`src/rtl/alu_slice_seq_controller_pkg.sv`:
```
// rtl/alu_slice_seq_controller_pkg.sv - shared types, select encodings and opcode fields for the slice controller
package alu_slice_seq_controller_pkg;

    typedef enum logic [1:0] {
        ST_IDLE   = 2'd0,
        ST_EXEC   = 2'd1,
        ST_REPEAT = 2'd2
    } state_t;

    typedef enum logic [1:0] {
        Q_NONE  = 2'd0,
        Q_SHR   = 2'd1,
        Q_LOADF = 2'd2,
        Q_SHL   = 2'd3
    } q_sel_t;

    typedef enum logic [1:0] {
        R_D    = 2'd0,
        R_A    = 2'd1,
        R_ZERO = 2'd2
    } r_sel_t;

    typedef enum logic [1:0] {
        S_A    = 2'd0,
        S_B    = 2'd1,
        S_Q    = 2'd2,
        S_ZERO = 2'd3
    } s_sel_t;

    // Register-file write source: shifted right, straight F, shifted left
    localparam logic [1:0] RF_SHR   = 2'd0;
    localparam logic [1:0] RF_LOADF = 2'd1;
    localparam logic [1:0] RF_SHL   = 2'd2;

    localparam int FIELD_W  = 3;
    localparam int DEST_LSB = 6;
    localparam int FUNC_LSB = 3;
    localparam int SRC_LSB  = 0;

    function automatic r_sel_t decode_r(input logic [2:0] src);
        case (src)
            3'd0, 3'd1:       decode_r = R_A;
            3'd2, 3'd3, 3'd4: decode_r = R_ZERO;
            default:          decode_r = R_D;
        endcase
    endfunction

    function automatic s_sel_t decode_s(input logic [2:0] src);
        case (src)
            3'd0, 3'd2, 3'd6: decode_s = S_Q;
            3'd1, 3'd3:       decode_s = S_B;
            3'd4, 3'd5:       decode_s = S_A;
            default:          decode_s = S_ZERO;
        endcase
    endfunction

endpackage

```
`src/rtl/alu_slice_seq_controller_slice_flag_gen.sv`:
```
// rtl/alu_slice_seq_controller_slice_flag_gen.sv - combinational status flags from the ALU slice outputs
module slice_flag_gen #(
    parameter int WIDTH = 4
) (
    input  logic [WIDTH-1:0] f,
    input  logic [WIDTH-1:0] c,
    input  logic [WIDTH-1:0] p,
    output logic             g_lo,
    output logic             p_lo,
    output logic             ovr,
    output logic             z
);

    // Overflow is the parity of the two most significant carries
    localparam logic [WIDTH-1:0] CARRY_TOP = WIDTH'(3) << (WIDTH - 2);

    assign g_lo = ~c[WIDTH-1];
    assign p_lo = ~&p;
    assign ovr  = ^(c & CARRY_TOP);
    assign z    = ~|f;

endmodule

```
`src/rtl/alu_slice_seq_controller.sv`:
```
// rtl/alu_slice_seq_controller.sv - Am2901-style slice sequencer: instruction capture, decode, shift repeat and flags
module alu_slice_seq_controller
    import alu_slice_seq_controller_pkg::*;
#(
    parameter int WIDTH  = 4,
    parameter int ADDR_W = 4,
    parameter int CNT_W  = 4
) (
    input  logic                 clk,
    input  logic                 rst_n,
    input  logic                 instr_valid,
    output logic                 instr_ready,
    input  logic [8:0]           i,
    input  logic [ADDR_W-1:0]    a,
    input  logic [ADDR_W-1:0]    b,
    input  logic [CNT_W-1:0]     rpt,
    input  logic [WIDTH-1:0]     f,
    input  logic [WIDTH-1:0]     c,
    input  logic [WIDTH-1:0]     p,
    output logic [2**ADDR_W-1:0] select_a_hi,
    output logic [2**ADDR_W-1:0] select_b_hi,
    output logic                 reg_wr,
    output logic                 reg_wr_n,
    output logic [1:0]           select_regfile,
    output logic [1:0]           select_regfile_n,
    output logic [1:0]           select_q_reg,
    output logic [1:0]           select_q_reg_n,
    output logic [1:0]           select_ALU_r,
    output logic [1:0]           select_ALU_r_n,
    output logic [1:0]           select_ALU_s,
    output logic [1:0]           select_ALU_s_n,
    output logic                 select_y,
    output logic                 select_y_n,
    output logic                 inv_r,
    output logic                 inv_s,
    output logic                 sel_f0,
    output logic                 sel_f1,
    output logic                 not_sel_f0,
    output logic                 not_sel_f1,
    output logic                 shl_en,
    output logic                 shr_en,
    output logic                 g_lo,
    output logic                 p_lo,
    output logic                 ovr,
    output logic                 z,
    output logic                 busy,
    output logic                 done
);

    localparam int NREG = 2**ADDR_W;

    state_t             state;
    logic [8:0]         ir_i;
    logic [ADDR_W-1:0]  ir_a;
    logic [ADDR_W-1:0]  ir_b;
    logic [CNT_W-1:0]   ir_rpt;
    logic [CNT_W-1:0]   cnt;

    logic [2:0] dest;
    logic [2:0] func;
    logic [2:0] src;
    logic       wants_repeat;
    logic       last_cycle;
    logic       g_lo_c;
    logic       p_lo_c;
    logic       ovr_c;
    logic       z_c;

    assign dest = ir_i[DEST_LSB +: FIELD_W];
    assign func = ir_i[FUNC_LSB +: FIELD_W];
    assign src  = ir_i[SRC_LSB +: FIELD_W];

    // Only shifting destinations honour the repeat count
    assign wants_repeat = ir_i[8] && (ir_rpt != '0);
    assign last_cycle   = ((state == ST_EXEC) && !wants_repeat)
                       || ((state == ST_REPEAT) && (cnt == CNT_W'(1)));

    assign instr_ready = (state == ST_IDLE);
    assign busy        = (state != ST_IDLE);

    slice_flag_gen #(
        .WIDTH (WIDTH)
    ) u_flag_gen (
        .f    (f),
        .c    (c),
        .p    (p),
        .g_lo (g_lo_c),
        .p_lo (p_lo_c),
        .ovr  (ovr_c),
        .z    (z_c)
    );

    always_ff @(posedge clk) begin
        if (!rst_n) begin
            state  <= ST_IDLE;
            ir_i   <= '0;
            ir_a   <= '0;
            ir_b   <= '0;
            ir_rpt <= '0;
            cnt    <= '0;
            done   <= 1'b0;
            g_lo   <= 1'b1;
            p_lo   <= 1'b1;
            ovr    <= 1'b0;
            z      <= 1'b1;
        end else begin
            done <= last_cycle;
            if (last_cycle) begin
                g_lo <= g_lo_c;
                p_lo <= p_lo_c;
                ovr  <= ovr_c;
                z    <= z_c;
            end
            case (state)
                ST_IDLE: begin
                    if (instr_valid) begin
                        ir_i   <= i;
                        ir_a   <= a;
                        ir_b   <= b;
                        ir_rpt <= rpt;
                        state  <= ST_EXEC;
                    end
                end
                ST_EXEC: begin
                    if (wants_repeat) begin
                        cnt   <= ir_rpt;
                        state <= ST_REPEAT;
                    end else begin
                        state <= ST_IDLE;
                    end
                end
                ST_REPEAT: begin
                    if (cnt == CNT_W'(1)) begin
                        state <= ST_IDLE;
                    end else begin
                        cnt <= cnt - CNT_W'(1);
                    end
                end
                default: state <= ST_IDLE;
            endcase
        end
    end

    always_comb begin
        reg_wr         = 1'b0;
        select_regfile = RF_SHR;
        select_q_reg   = Q_NONE;
        select_ALU_r   = R_D;
        select_ALU_s   = S_A;
        select_y       = 1'b1;
        inv_r          = 1'b0;
        inv_s          = 1'b0;
        sel_f0         = 1'b0;
        sel_f1         = 1'b0;
        shl_en         = 1'b0;
        shr_en         = 1'b0;
        if (state != ST_IDLE) begin
            reg_wr   = dest[2] | dest[1];
            select_y = (dest != 3'b010);
            shl_en   = dest[2] & dest[1];
            shr_en   = dest[2] & ~dest[1];
            case (dest[2:1])
                2'b10:   select_regfile = RF_SHR;
                2'b11:   select_regfile = RF_SHL;
                default: select_regfile = RF_LOADF;
            endcase
            case (dest)
                3'b100:  select_q_reg = Q_SHR;
                3'b110:  select_q_reg = Q_SHL;
                3'b000:  select_q_reg = Q_LOADF;
                default: select_q_reg = Q_NONE;
            endcase
            if (state == ST_REPEAT) begin
                // Repeat cycles pass B through the shifter; Q only shifts alongside RAM
                select_ALU_r = R_ZERO;
                select_ALU_s = S_B;
                if (dest[0]) begin
                    select_q_reg = Q_NONE;
                end
            end else begin
                select_ALU_r = decode_r(src);
                select_ALU_s = decode_s(src);
                inv_r        = ~func[1] & func[0];
                inv_s        = (~func[2] & func[1] & ~func[0]) | (func[2] & func[1] & func[0]);
                sel_f0       = (func[1] & func[0]) | (func[2] & func[1]);
                sel_f1       = func[2];
            end
        end
    end

    assign select_a_hi = {{(NREG-1){1'b0}}, 1'b1} << ir_a;
    assign select_b_hi = {{(NREG-1){1'b0}}, 1'b1} << ir_b;

    assign reg_wr_n         = ~reg_wr;
    assign select_regfile_n = ~select_regfile;
    assign select_q_reg_n   = ~select_q_reg;
    assign select_ALU_r_n   = ~select_ALU_r;
    assign select_ALU_s_n   = ~select_ALU_s;
    assign select_y_n       = ~select_y;
    assign not_sel_f0       = ~sel_f0;
    assign not_sel_f1       = ~sel_f1;

endmodule
```
`config.mk`:
```
export PLATFORM = sky130hd
export DESIGN_NAME = alu_slice_seq_controller
export DESIGN_NICKNAME = d
export VERILOG_FILES = /design/src/rtl/alu_slice_seq_controller_pkg.sv /design/src/rtl/alu_slice_seq_controller_slice_flag_gen.sv /design/src/rtl/alu_slice_seq_controller.sv
export SDC_FILE = /design/constraint.sdc
export NUM_CORES = 1
export LEC_CHECK = 0
export CAP_MARGIN = 25
export CORE_MARGIN = 1.5
export CORE_UTILIZATION = 34
export CTS_CLUSTER_SIZE = 24
export DETAILED_ROUTE_END_ITERATION = 16
export PLACE_DENSITY = 0.85
export SYNTH_ARGS = -nofsm -noshare
export SYNTH_HDL_FRONTEND = slang
export SYNTH_SLANG_ARGS = --single-unit
```
`constraint.sdc`:
```
create_clock -name clk -period 1.45 [get_ports clk]
set_clock_uncertainty 0.05 [all_clocks]
set_input_delay 0.29 -clock clk [delete_from_list [all_inputs] [get_ports clk]]
set_output_delay 0.29 -clock clk [all_outputs]
set_load 0.05 [all_outputs]
```
==> impl_metrics.ini, run 1 <==
[clock_tree]
cts_repair_resize_count = 113
cts.sinks = 32
cts_setup_buffers = 27
post_cts_hold_fix_bufs = 0
cts_buffers = 5
cts-root-to-sink-buffers = 2
root_buffer = clkbuf_8
ctsHtreeMaxLevel = 2

[floorplan]
placementRows = 25
floorplan.initialDensity_pct = 36.2
die_height_um = 74.8
dieWidth_um = 74.8
io-pin-count = 103

[yosys]
post_synth_main_area_contributors = dfxtp_1 37%, nand2_1 12%, nor2_1 6.0%, a21oi_1 5.1%, nand2b_1 4.6%
synthMostInstantiatedCell = nand2_1
synthTopCellsByCount = 56 x nand2_1, 32 x dfxtp_1, 28 x nor2_1
synthArstFlopShare_pct = 0
netlist-cell-type-count = 45
synth_enable_flop_cells = 0
synth_area_leader_cell = dfxtp_1
syn-cell-area_um2 = 1750
synth.yosys.warnings = 0
synth_sequential_area_ratio_pct = 36.5
synth.avg_cell_area_um2 = 7.40
ys.flop_type = dfxtp_1
yosys_register_bits = 32
yosys.area.top_type_share_pct = 36.5
synth_fp_nets = 275
syn_inst = 237

[outcome]
run.stop_error = [ERROR DPL-0038] Utilization greater than 100%, impossible to legalize
failed_stage = clock tree synthesis
outcome = did not finish

[placement]
preCtsSetupSlack_ps = -198
gp_congestion = 0.797
hpwl_reported_at_the_end_of_detailed_placement_um = 5760
io_buffer_count = 100
## logic make-up after synthesis
group                      synth area share [%]
AOI/OAI and AO/OA                          17.9
xor gates and xnor gates                   1.50
adders and majority gates                  1.43
buffers and inverters                      7.57
DFF                                        36.5
muxes                                     0.571
and+or+nand+nor                            34.5
## stage by stage
stage	cells	area, µm²	setup TNS (ps)
2_1_floorplan	237	2150	-9910
3_3_place_gp	444	4130	-635
3_5_place_dp	444	4130	-1660
==> run 2, diff against run 1 <==
- CORE_UTILIZATION: 34 -> 25
- CTS_CLUSTER_SIZE: 24 -> not set
- PLACE_DENSITY: 0.85 -> not set
- PLACE_DENSITY_LB_ADDON: not set -> 0.15
- clock period: 1.45 -> 1.9 ns (I/O delays scaled with it)
==> run 2 against run 1 <==
  * The flow now finishes, with violations (setup timing)
  * Synthesized area unchanged
  * Synthesized cell count unchanged
==> impl_metrics.ini, run 2 <==
[outcome]
outcome = complete, but fails checks
violations_in_the_final_reports = setup timing

[sta]
worst_slew_margin_rel_pct = 66.7
fin_ws_ps = -5.48
timing.setup.tns_ps = -7.46
final-hold-violation-count = 0
unrepaired_setup_endpoints_after_global_routing = true
fin_crit_ps = 1910
layout_worst_path_cycle_share_pct = 100
clock.fmax_mhz = 525
whs_ps = 418
timing.final.max_slew_violations = 0
setup_viol = 2
max_slew.worst_pin.slew_ps = 498

[floorplan]
die_height_um = 86.7
dieWidth_um = 86.7
placementRows = 30
floorplan.initialDensity_pct = 25.8
io-pin-count = 103
dieArea_um2 = 7520
fp.coreArea_um2 = 6790

[power_and_ir_drop]
total_power_mw = 1.93
share_comb_of_total_power_pct = 32.7
seq_power_share_pct = 39.2
p_int_mw = 1.29
ir_drop_mv = 0.361
power.switching_mw = 0.640
power_leakage_nw = 1.50
power_density_nw_per_um2 = 525
power.switching_fraction_pct = 33.2
power_frac_clock_pct = 28.1

[drt]
detail_route.vias_per_cell = 4.40
drt_pass1_iterations = 4
initialDrtViolationCount = 81
dr_total_vias = 1956
routed_length_per_placed_instance_um = 11.8
remaining_antenna_violation_count_after_routing = 0
drc_errors = 0
detail_route.wirelength_um = 5240

[yosys]
synthArstFlopShare_pct = 0
combinational_family_with_the_most_area_after_synthesis = simple AND/OR/NAND/NOR gates
syn_inst = 237
synth.yosys.warnings = 0
synth_fp_nets = 275
netlist-cell-type-count = 45
synth_enable_flop_cells = 0
post_synth_main_area_contributors = dfxtp_1 37%, nand2_1 12%, nor2_1 6.0%, a21oi_1 5.1%, nand2b_1 4.6%
yosys.area.top_type_share_pct = 36.5
synthMostInstantiatedCell = nand2_1
synth-adder-area-share_pct = 1.43
post_synth_mux_area_share_pct = 0.571
synth_sequential_area_ratio_pct = 36.5
synthTopCellsByCount = 56 x nand2_1, 32 x dfxtp_1, 28 x nor2_1
synth_compound_area_share_pct = 17.9
synth.avg_cell_area_um2 = 7.40
post_synth_and_or_nand_nor_area_fraction_pct = 34.5
syn-cell-area_um2 = 1750
synth_area_leader_cell = dfxtp_1
yosys_register_bits = 32
ys.flop_type = dfxtp_1
fraction_of_synthesized_cell_area_in_xor_and_xnor_cells_pct = 1.50

[finish]
finished_layout_cells = 445
reg_with_most_ffs = ir_i
largest_register_ff_count = 9
num-nets-final = 386
mostFrequentLayoutCell = nand2_1
area_delta_synth_final_pct = 110
mostFrequentLayoutCells = 55 x nand2_1, 53 x buf_12, 34 x clkdlybuf4s50_1
share_of_final_layout_standard_cells_stronger_than_drive_strength_1_pct = 38.1
n_antenna_cell = 0
finalCoreUtilization_pct = 54.1

[global_route]
global_route.overflow_total = 0
grt_pass1_wl_um = 8490
grtUsageTotal_pct = 14.3
first_global_vias = 1807
number_of_antenna_violations_at_the_first_check_in_global_routing = 0
maximum_number_of_pins_on_one_net_before_global_route_repair = 19

[worst_setup_path]
critPathCaptureType = output pin
cp_data_required_time_ps = 1470
critical_path_peak_fanout = 5
criticalPathCategory = reg -> out
cp-start-kind = flop
crit_arrival_ps = 1480

[clock_tree]
cts_buffers = 5
worst_skew_pair.late_latency_ps = 280
ctsHtreeMaxLevel = 2
tritoncts = done
cts-root-to-sink-buffers = 2
post_cts_hold_fix_bufs = 0
cts.sinks = 32
clk_pin_slew_ps = 70
root_buffer = clkbuf_8

[placement]
place.detailed.instances = 431
io_buffer_count = 100
hpwl_reported_at_the_end_of_detailed_placement_um = 4170
gp_congestion = 0.788

[run]
maxCapViolations = 0

[min_path]
min_path_type = reg -> reg
-- run 2: stage by stage --
step,setup slack (ps),cell area (µm²)
after floorplan,-563,1900
after global placement,146,3500
after detailed placement,115,3500
after CTS,-0.240,3650
after global routing,-78.3,3670
final,-5.48,3670
-- run 2: layout make-up --
cell class,count,area [µm²]
Multi-Input combinational cell,179,1100
Timing Repair Buffer,114,1620
Sequential cell,32,661
Inverter,16,75.1
Fill cell,629,3120
Clock inverter,2,10.0
Tap cell,96,120
Clock buffer,6,82.6
-- run 2: cells by family after synthesis --
| logic type | after synthesis |
|---|---|
| and+or+nand+nor | 131 |
| AOI/OAI and AO/OA | 42 |
| DFF | 32 |
| buffers and inverters | 26 |
| xor gates and xnor gates | 3 |
| adders and majority gates | 2 |
| muxes | 1 |
-- run 2: worst max-delay path, stage by stage, from the launching register on --
cell	delay (ps)
dfxtp_4	350
nor2_4	180
clkinvlp_4	140
buf_4	160
nand3_4	90
clkinvlp_4	110
buf_6	160
-- run 2: routing by layer --
layer,global-route usage (%),wire [µm]
met1,17.9,2410
met4,6.01,109
met3,2.95,249
met2,23.7,2480
met5,0,0
-- run 2: path summary, 6_finish.rpt --
| path | start | to | slack [ps] | cells after the start |
|---|---|---|---|---|
| max | state[1] | select_regfile[1] | -5 | 6 |
| min reg2reg | ovr | ovr | 420 | 2 |
| max reg2reg | cnt[1] | p_lo | 190 | 6 |
| min | ovr | ovr | 420 | 2 |
-- run 2: timing repair --
item | in CTS | in global routing
buffers inserted | 6 | 0
pin swaps | 1 | 0
gates resized for setup | 6 | 13
gates cloned | 0 | 0
setup endpoints to repair | 12 | 21
-- run 2: power by group through the flow --
stage	sequential (mW)	clock [mW]	combinational, mW
after CTS	0.755	0.560	0.634
after floorplan	0.778	0	0.314
after global placement	0.772	0	0.621
after detailed placement	0.772	0	0.623
final	0.756	0.541	0.631
after global routing	0.761	0.592	0.666
(Power assumes the default switching activity.)
